===== src/rtl/payment_terminal.sv =====
// Card-side responder for the wash-bay POS: latches a selection, waits for a card read,
// debits the card and holds the approval/decline result. Optional REVENUE_LOG_EN adds txn_count/revenue.
module payment_terminal #(
   parameter int BAL_W        = 16,
   parameter int PRICE_BASIC  = 5,
   parameter int PRICE_PLUS   = 8,
   parameter int PRICE_DETAIL = 12,
   parameter int CARD_TIMEOUT = 1000,
   parameter int HOLD_CYCLES  = 4
) (
   input  logic             clk,
   input  logic             reset,
   input  logic [1:0]       selection,
   input  logic             req,
   input  logic             cancel,
   input  logic             card_valid,
   input  logic [BAL_W-1:0] card_balance,
   output logic             approval_status,
   output logic             busy,
   output logic [1:0]       decline_code,
   output logic             write_card,
   output logic [BAL_W-1:0] new_balance,
   output logic             done
`ifdef REVENUE_LOG_EN
   ,
   output logic [15:0]      txn_count,
   output logic [BAL_W+7:0] revenue
`endif
);

   typedef enum logic [2:0] {IDLE, WAIT_CARD, CHECK, APPROVE, DECLINE} state_t;

   localparam int TMO_W  = $clog2(CARD_TIMEOUT + 1);
   localparam int HOLD_W = $clog2(HOLD_CYCLES);
   localparam logic [TMO_W-1:0]  TMO_LOAD  = TMO_W'(CARD_TIMEOUT);
   localparam logic [HOLD_W-1:0] HOLD_LAST = HOLD_W'(HOLD_CYCLES - 1);

   state_t             state_q, state_d;
   logic [BAL_W-1:0]   price_q, price_d;
   logic [BAL_W-1:0]   bal_q, bal_d;
   logic [BAL_W-1:0]   nb_q, nb_d;
   logic [TMO_W-1:0]   tmo_q, tmo_d;
   logic [HOLD_W-1:0]  hold_q, hold_d;
   logic [1:0]         code_q, code_d;

   function automatic logic [BAL_W-1:0] price_of(input logic [1:0] sel);
      case (sel)
         2'b01:   price_of = BAL_W'(PRICE_BASIC);
         2'b10:   price_of = BAL_W'(PRICE_PLUS);
         2'b11:   price_of = BAL_W'(PRICE_DETAIL);
         default: price_of = '0;
      endcase
   endfunction

   always_ff @(posedge clk or posedge reset) begin
      if (reset) begin
         state_q <= IDLE;
         price_q <= '0;
         bal_q   <= '0;
         nb_q    <= '0;
         tmo_q   <= '0;
         hold_q  <= '0;
         code_q  <= '0;
      end else begin
         state_q <= state_d;
         price_q <= price_d;
         bal_q   <= bal_d;
         nb_q    <= nb_d;
         tmo_q   <= tmo_d;
         hold_q  <= hold_d;
         code_q  <= code_d;
      end
   end

   always_comb begin
      state_d         = state_q;
      price_d         = price_q;
      bal_d           = bal_q;
      nb_d            = nb_q;
      tmo_d           = tmo_q;
      hold_d          = hold_q;
      code_d          = code_q;
      approval_status = 1'b0;
      busy            = 1'b0;
      decline_code    = 2'd0;
      write_card      = 1'b0;
      done            = 1'b0;
      case (state_q)
         IDLE: begin
            hold_d = '0;
            code_d = 2'd0;
            if (req && selection != 2'b00) begin
               price_d = price_of(selection);
               tmo_d   = TMO_LOAD;
               state_d = WAIT_CARD;
            end
         end
         WAIT_CARD: begin
            busy = 1'b1;
            // cancel beats a card read, and a card read beats the timeout
            if (cancel) begin
               code_d  = 2'd3;
               state_d = DECLINE;
            end else if (card_valid) begin
               bal_d   = card_balance;
               state_d = CHECK;
            end else if (tmo_q == TMO_W'(1)) begin
               code_d  = 2'd1;
               state_d = DECLINE;
            end else begin
               tmo_d = tmo_q - TMO_W'(1);
            end
         end
         CHECK: begin
            busy = 1'b1;
            if (bal_q >= price_q) begin
               nb_d    = bal_q - price_q;
               state_d = APPROVE;
            end else begin
               code_d  = 2'd2;
               state_d = DECLINE;
            end
         end
         APPROVE: begin
            busy            = 1'b1;
            approval_status = 1'b1;
            write_card      = (hold_q == '0);
            if (hold_q == HOLD_LAST) begin
               done    = 1'b1;
               state_d = IDLE;
            end else begin
               hold_d = hold_q + HOLD_W'(1);
            end
         end
         DECLINE: begin
            busy         = 1'b1;
            decline_code = code_q;
            if (hold_q == HOLD_LAST) begin
               done    = 1'b1;
               state_d = IDLE;
            end else begin
               hold_d = hold_q + HOLD_W'(1);
            end
         end
         default: state_d = IDLE;
      endcase
   end

   assign new_balance = nb_q;

`ifdef REVENUE_LOG_EN
   logic [15:0]      txn_q, txn_d;
   logic [BAL_W+7:0] rev_q, rev_d;
   logic [BAL_W+8:0] rev_sum;

   // both counters saturate rather than wrap
   always_comb begin
      txn_d   = txn_q;
      rev_d   = rev_q;
      rev_sum = {1'b0, rev_q} + {9'b0, price_q};
      if (write_card) begin
         if (txn_q != 16'hFFFF) txn_d = txn_q + 16'd1;
         rev_d = rev_sum[BAL_W+8] ? '1 : rev_sum[BAL_W+7:0];
      end
   end

   always_ff @(posedge clk or posedge reset) begin
      if (reset) begin
         txn_q <= '0;
         rev_q <= '0;
      end else begin
         txn_q <= txn_d;
         rev_q <= rev_d;
      end
   end

   assign txn_count = txn_q;
   assign revenue   = rev_q;
`endif

endmodule


===== config.mk =====
export PLATFORM = sky130hd
export DESIGN_NAME = payment_terminal
export DESIGN_NICKNAME = d
export VERILOG_FILES = /design/src/rtl/payment_terminal.sv
export SDC_FILE = /design/constraint.sdc
export NUM_CORES = 1
export LEC_CHECK = 0
export ABC_AREA = 1
export ABC_CLOCK_PERIOD_IN_PS = 2600
export CORE_MARGIN = 5
export CORE_UTILIZATION = 58
export CTS_CLUSTER_SIZE = 8
export DETAILED_ROUTE_END_ITERATION = 10
export HOLD_SLACK_MARGIN = 0.03
export PLACE_DENSITY = 0.85
export SLEW_MARGIN = 30
export SYNTH_ARGS = -nofsm -noshare
export SYNTH_HDL_FRONTEND = slang
export SYNTH_SLANG_ARGS = --single-unit

===== constraint.sdc =====
create_clock -name clk -period 2.6 [get_ports clk]
set_clock_uncertainty 0.05 [all_clocks]
set_input_delay 0.39 -clock clk [delete_from_list [all_inputs] [get_ports clk]]
set_output_delay 0.39 -clock clk [all_outputs]
set_load 0.01 [all_outputs]

==> reports/qor.yml, run 1 <==
status:
  status: "finished clean"
routing:
  routed_wl_um: 6180
  wire_per_inst_um: 12.1
  vias: 2620
  first_pass_iters: 5
  detail_route.iter0.violations: 117
  drc_errors: 0
  avgViaCountPerCell: 5.15
  detail-route-antenna-nets: 0
grt:
  grt_usage_pct: 20.5
  grt_pass1_vias: 2466
  grt_max_degree: 32
  grt.overflow.total: 0
  grt_antenna_before_repair: 0
  grt_pass1_wl_um: 10600
sta:
  finalSetupTns_ps: 0
  timing.final.crit_period_ps: 2350
  setup-violations-final: 0
  period_share_pct: 90.4
  fmax_mhz: 425
  report.final.hold_viol_count: 0
  relSlewSlack_pct: 62.8
  worst-slew-pin-transition_ps: 552
  timing.hold.ws_ps: 394
  report.final.slew_viol_count: 0
  rsz0062_at_grt: "no"
synthesis:
  synth-seq-area-share_pct: 43.8
  syn-instance-count: 392
  synth_fp_nets: 423
  synthDistinctLibCells: 29
  yosysWarnings: 0
  synth_area_per_cell_um2: 7.58
  synth_area_mm2: 0.00297
  synth_seq_cells: 52
pwr:
  p_leak_nw: 1.74
  vdd_drop_max_uv: 617
  power.density_mw_per_mm2: 1180
worst_setup_path:
  critPathMaxFanout: 9
  end_kind: "output pin"
  worstSetupPathType: "register to output pin"
  start_kind: "register"
  crit_arrival_ps: 1910
  required_ps: 2160
  r2r_slack_ps: 390
clock_tree:
  path_clk_slew_ps: 90
  clk_latency_ps: 300
  cts_tree: "done"
  cts_hold_buf: 0
  post_cts_buffers: 0
  ctsResizeCount: 0
  clock-sinks: 52
  htreeDepth: 2
  cts_buffer_depth: 2
  clockRootBuffer: "clkbuf_8"
  cts_buffers: 5
finish:
  nNetsFinal: 469
  stdcell_count: 509
  drive_gt1_share_pct: 8.20
  final_cell_area_mm2: 0.00357
  diodes: 0
  final_common_cell: "nand2_1"
  final_util_pct: 70.7
  layout_common_cells: "nand2_1, dfrtp_1, inv_1, clkdlybuf4s50_1, nor2_1"
  syn_to_final_growth_pct: 20.1
floorplanning:
  placementRows: 26
  fp.dieArea_mm2: 0.00665
  coreArea_mm2: 0.00504
  die-height_um: 81.6
  die_x_um: 81.6
  ios: 45
  start_util_pct: 58.9
place:
  dp.final_hpwl_um: 4730
  post_dp_cell_area_mm2: 0.00346
  io_buffer_count: 44
  place.gp.congestion: 0.881
  place_inst: 501
run:
  drv_cap: 0
hold_path:
  hold_path_class: "primary input to async pin"
cells by family (layout without fill, tap and decap cells):
kind of cell	count (synthesis)	after routing	share of synthesized area [%]
AND/OR/NAND/NOR	215	215	32.1
buffers and inverters	65	112	9.65
flip-flops	52	52	43.8
AO/OA/AOI/OAI	42	42	8.00
adder cells (fa/ha/maj)	8	8	3.37
XOR/XNOR	8	8	2.36
multiplexers	2	2	0.758
final cells by class:
cell class                 instances  area, um2
clock buffer                       5       68.8
sequential                        52       1300
multi-input combinational        275       1380
clock inverter                     3       42.5
timing repair buffer              49        478
tap                               70       87.6
inverter                          55        206
fill                             392       1480
critical path, cell delays in order, from the launching register on:
cell and delay [ps]:
dfrtp_1 530, a21oi_1 310, inv_1 100, nand2_1 110
nand3_1 70, clkdlybuf4s50_1 480
final timing paths:
| check | start | to | depth (start not counted) |
|---|---|---|---|
| min in group clk | code_q[0] | code_q[0] | 2 |
| hold / removal | reset | new_balance[3] | 2 |
| setup / recovery | state_q[2] | busy | 5 |
| hold reg to reg | code_q[0] | code_q[0] | 2 |
| setup reg to reg | price_q[3] | new_balance[3] | 10 |
| max in group asynchronous | reset | code_q[1] | 3 |
state kept, by name (all words and copies together), names as in the netlist:
signal,count
state_q,3
hold_q,2
bal_q,16
tmo_q,10
price_q,3
code_q,2
new_balance,16
synthesized netlist by cell type (all sizes together):
cell type | instances | area (um2)
nand2 | 110 | 425
inv | 55 | 206
dfrtp | 52 | 1300
nor2 | 46 | 193
nand3 | 41 | 205
o21ai | 24 | 131
a21oi | 16 | 80.1
nand4 | 10 | 62.6
buf | 9 | 76.3
ha | 8 | 100
nor3 | 6 | 52.6
xor2 | 6 | 52.6
mux2 | 2 | 22.5
xnor2 | 2 | 17.5
a211oi | 1 | 7.51
and2 | 1 | 6.26
clkbuf | 1 | 3.75
nand3b | 1 | 7.51
o21bai | 1 | 18.8
power breakdown:
part           internal, mW  leakage (nW)  switching [mW]  total (mW)
clock network         0.285        0.0541           0.268       0.553
logic                 0.907          1.07            1.28        2.19
registers              1.19         0.616           0.285        1.47
per-layer routing:
metal	wire [um]	track usage [%]	part of all wire, %
met1	2660	25.1	43
met2	3110	36.2	50
met4	105	6.76	1.7
met5	0	0	0
met3	304	3.95	4.9
metrics by stage:
step                worst slack, ps  total power, mW
floorplan                       900             3.00
global placement                432             3.60
detailed placement              434             3.67
CTS                             250             4.24
global route                    119             4.61
finish                          250             4.22
Power figures use the tool's default switching activity.
==> inputs of run 2 (changes only) <==
Settings changed: REMOVE_ABC_BUFFERS set to 1.
==> reports/qor.yml, run 2 (synthesized netlist as in run 1, its figures left out) <==
worst_setup_path:
  crit_arrival_ps: 1930
  start_kind: "register"
  cpLargestDelayFamily: "buffers and inverters"
  slowest_stage: "dfrtp_1"
  cp_cell_sequence: "a21oi_1, inv_1, nand2_1, nand3_1, clkdlybuf4s50_1"
  rr_worst_depth: 10
  end_kind: "output pin"
  rr_endpoint: "new_balance[15]"
  slowest_delay_ps: 520
  r2r_slack_ps: 590
  critPathMaxFanout: 9
  timing.rr.start: "bal_q[3]"
  required_ps: 2160
  path_buf_inv: 2
  worstSetupPathType: "register to output pin"
clock_tree:
  path_clk_slew_ps: 90
  cts_buffers: 5
  ctsResizeCount: 0
  clockRootBuffer: "clkbuf_8"
  htreeDepth: 2
  clock-sinks: 52
  post_cts_buffers: 0
  cts_hold_buf: 0
  cts_tree: "done"
  cts_buffer_depth: 2
  clk_latency_ps: 300
grt:
  grt_pass1_wl_um: 10900
  grt.overflow.total: 0
  grt_pass1_vias: 2496
  grt_antenna_before_repair: 0
  grt_usage_pct: 21.1
  grt_max_degree: 53
hold_path:
  hold-path-endpoint: "code_q[0]"
  hold_path_class: "register to register"
  hold_depth: 2
  min-delay-start: "code_q[0]"
floorplanning:
  die-height_um: 81.6
  die_x_um: 81.6
  ios: 45
  fp.dieArea_mm2: 0.00665
  placementRows: 26
  start_util_pct: 58.9
  coreArea_mm2: 0.00504
status:
  status: "finished clean"
routing:
  vias: 2619
  routed_wl_um: 6380
  avgViaCountPerCell: 5.14
  detail_route.iter0.violations: 205
  first_pass_iters: 4
  wire_per_inst_um: 12.5
  drc_errors: 0
  detail-route-antenna-nets: 0
pwr:
  p_leak_nw: 1.74
  vdd_drop_max_uv: 621
  power.density_mw_per_mm2: 1170
run:
  drv_cap: 0
place:
  dp.final_hpwl_um: 4870
  io_buffer_count: 44
  post_dp_cell_area_mm2: 0.00346
  place.gp.congestion: 0.897
finish:
  drive_gt1_share_pct: 7.95
  final_cell_area_mm2: 0.00355
  layout_common_cells: "nand2_1, dfrtp_1, inv_1, clkdlybuf4s50_1, nor2_1"
  final_common_cell: "nand2_1"
  nNetsFinal: 470
  diodes: 0
  syn_to_final_growth_pct: 19.6
sta:
  fmax_mhz: 422
  period_share_pct: 91.1
  report.final.slew_viol_count: 0
  report.final.hold_viol_count: 0
  finalSetupTns_ps: 0
  rsz0062_at_grt: "no"
  worst-slew-pin-transition_ps: 656
  timing.final.crit_period_ps: 2370
  relSlewSlack_pct: 56.3
  setup-violations-final: 0
-- run 2: changes by cell type in the layout (fill, tap and decap cells not counted) --
cell        change
bufinv_16       -1
clkbuf_8        +1
clkinvlp_4      -1
buf_4           +1
clkbuf_1        +2
clkinv_2        -1
-- run 2: power breakdown --
group	switching, mW	leakage, nW	internal (mW)
Clock	0.252	0.0455	0.218
Combinational	1.30	1.08	0.919
Sequential	0.286	0.616	1.19
Total	1.84	1.74	2.33
-- run 2: area by class of cell --
class,instances,area [um2]
Tap cell,70,87.6
Inverter,55,206
Fill cell,416,1490
Sequential cell,52,1300
Timing Repair Buffer,50,485
Multi-Input combinational cell,275,1380
Clock buffer,8,90.1
-- run 2: per-stage QoR --
stage,setup slack (ps),cells,util (%),total power [mW],hold slack (ps)
finish,232,510,70.5,4.16,424
global route,106,510,70.5,4.54,450
CTS,233,510,70.5,4.18,432
detailed placement,478,502,68.7,3.70,409
global placement,468,502,68.7,3.60,408
floorplan,587,382,-,2.92,392
-- run 2: worst max-delay path by stage --
| stage | start | endpoint | cells past startpoint | slack (ps) |
|---|---|---|---|---|
| 2_1_floorplan | bal_q[3] | new_balance[13] | 9 | 590 |
| 3_3_place_gp | selection[1] | tmo_q[8] | 7 | 470 |
| 3_5_place_dp | selection[0] | tmo_q[7] | 7 | 480 |
| 4_1_cts | state_q[2] | busy | 5 | 230 |
| 5_1_grt | state_q[2] | busy | 5 | 110 |
| 6_report | state_q[2] | busy | 5 | 230 |
-- run 2: worst register-to-register path, delay by kind of cell, from the launching register on --
| kind | cells | cell delay [ps] |
|---|---|---|
| flops | 1 | 410 |
| buf+inv | 2 | 330 |
| fa+ha+maj | 1 | 380 |
| compound gates | 1 | 150 |
| simple gates | 6 | 590 |
-- run 2: metal layers --
layer / vias up / part of all wire [%] / global-route usage [%]
met1: 1198 / 45 / 27.7
met2: 74 / 49 / 35.4
li1: 1337 / - / -
met4: 0 / 1.7 / 7.09
met5: - / 0 / 0
met3: 10 / 5.0 / 3.51
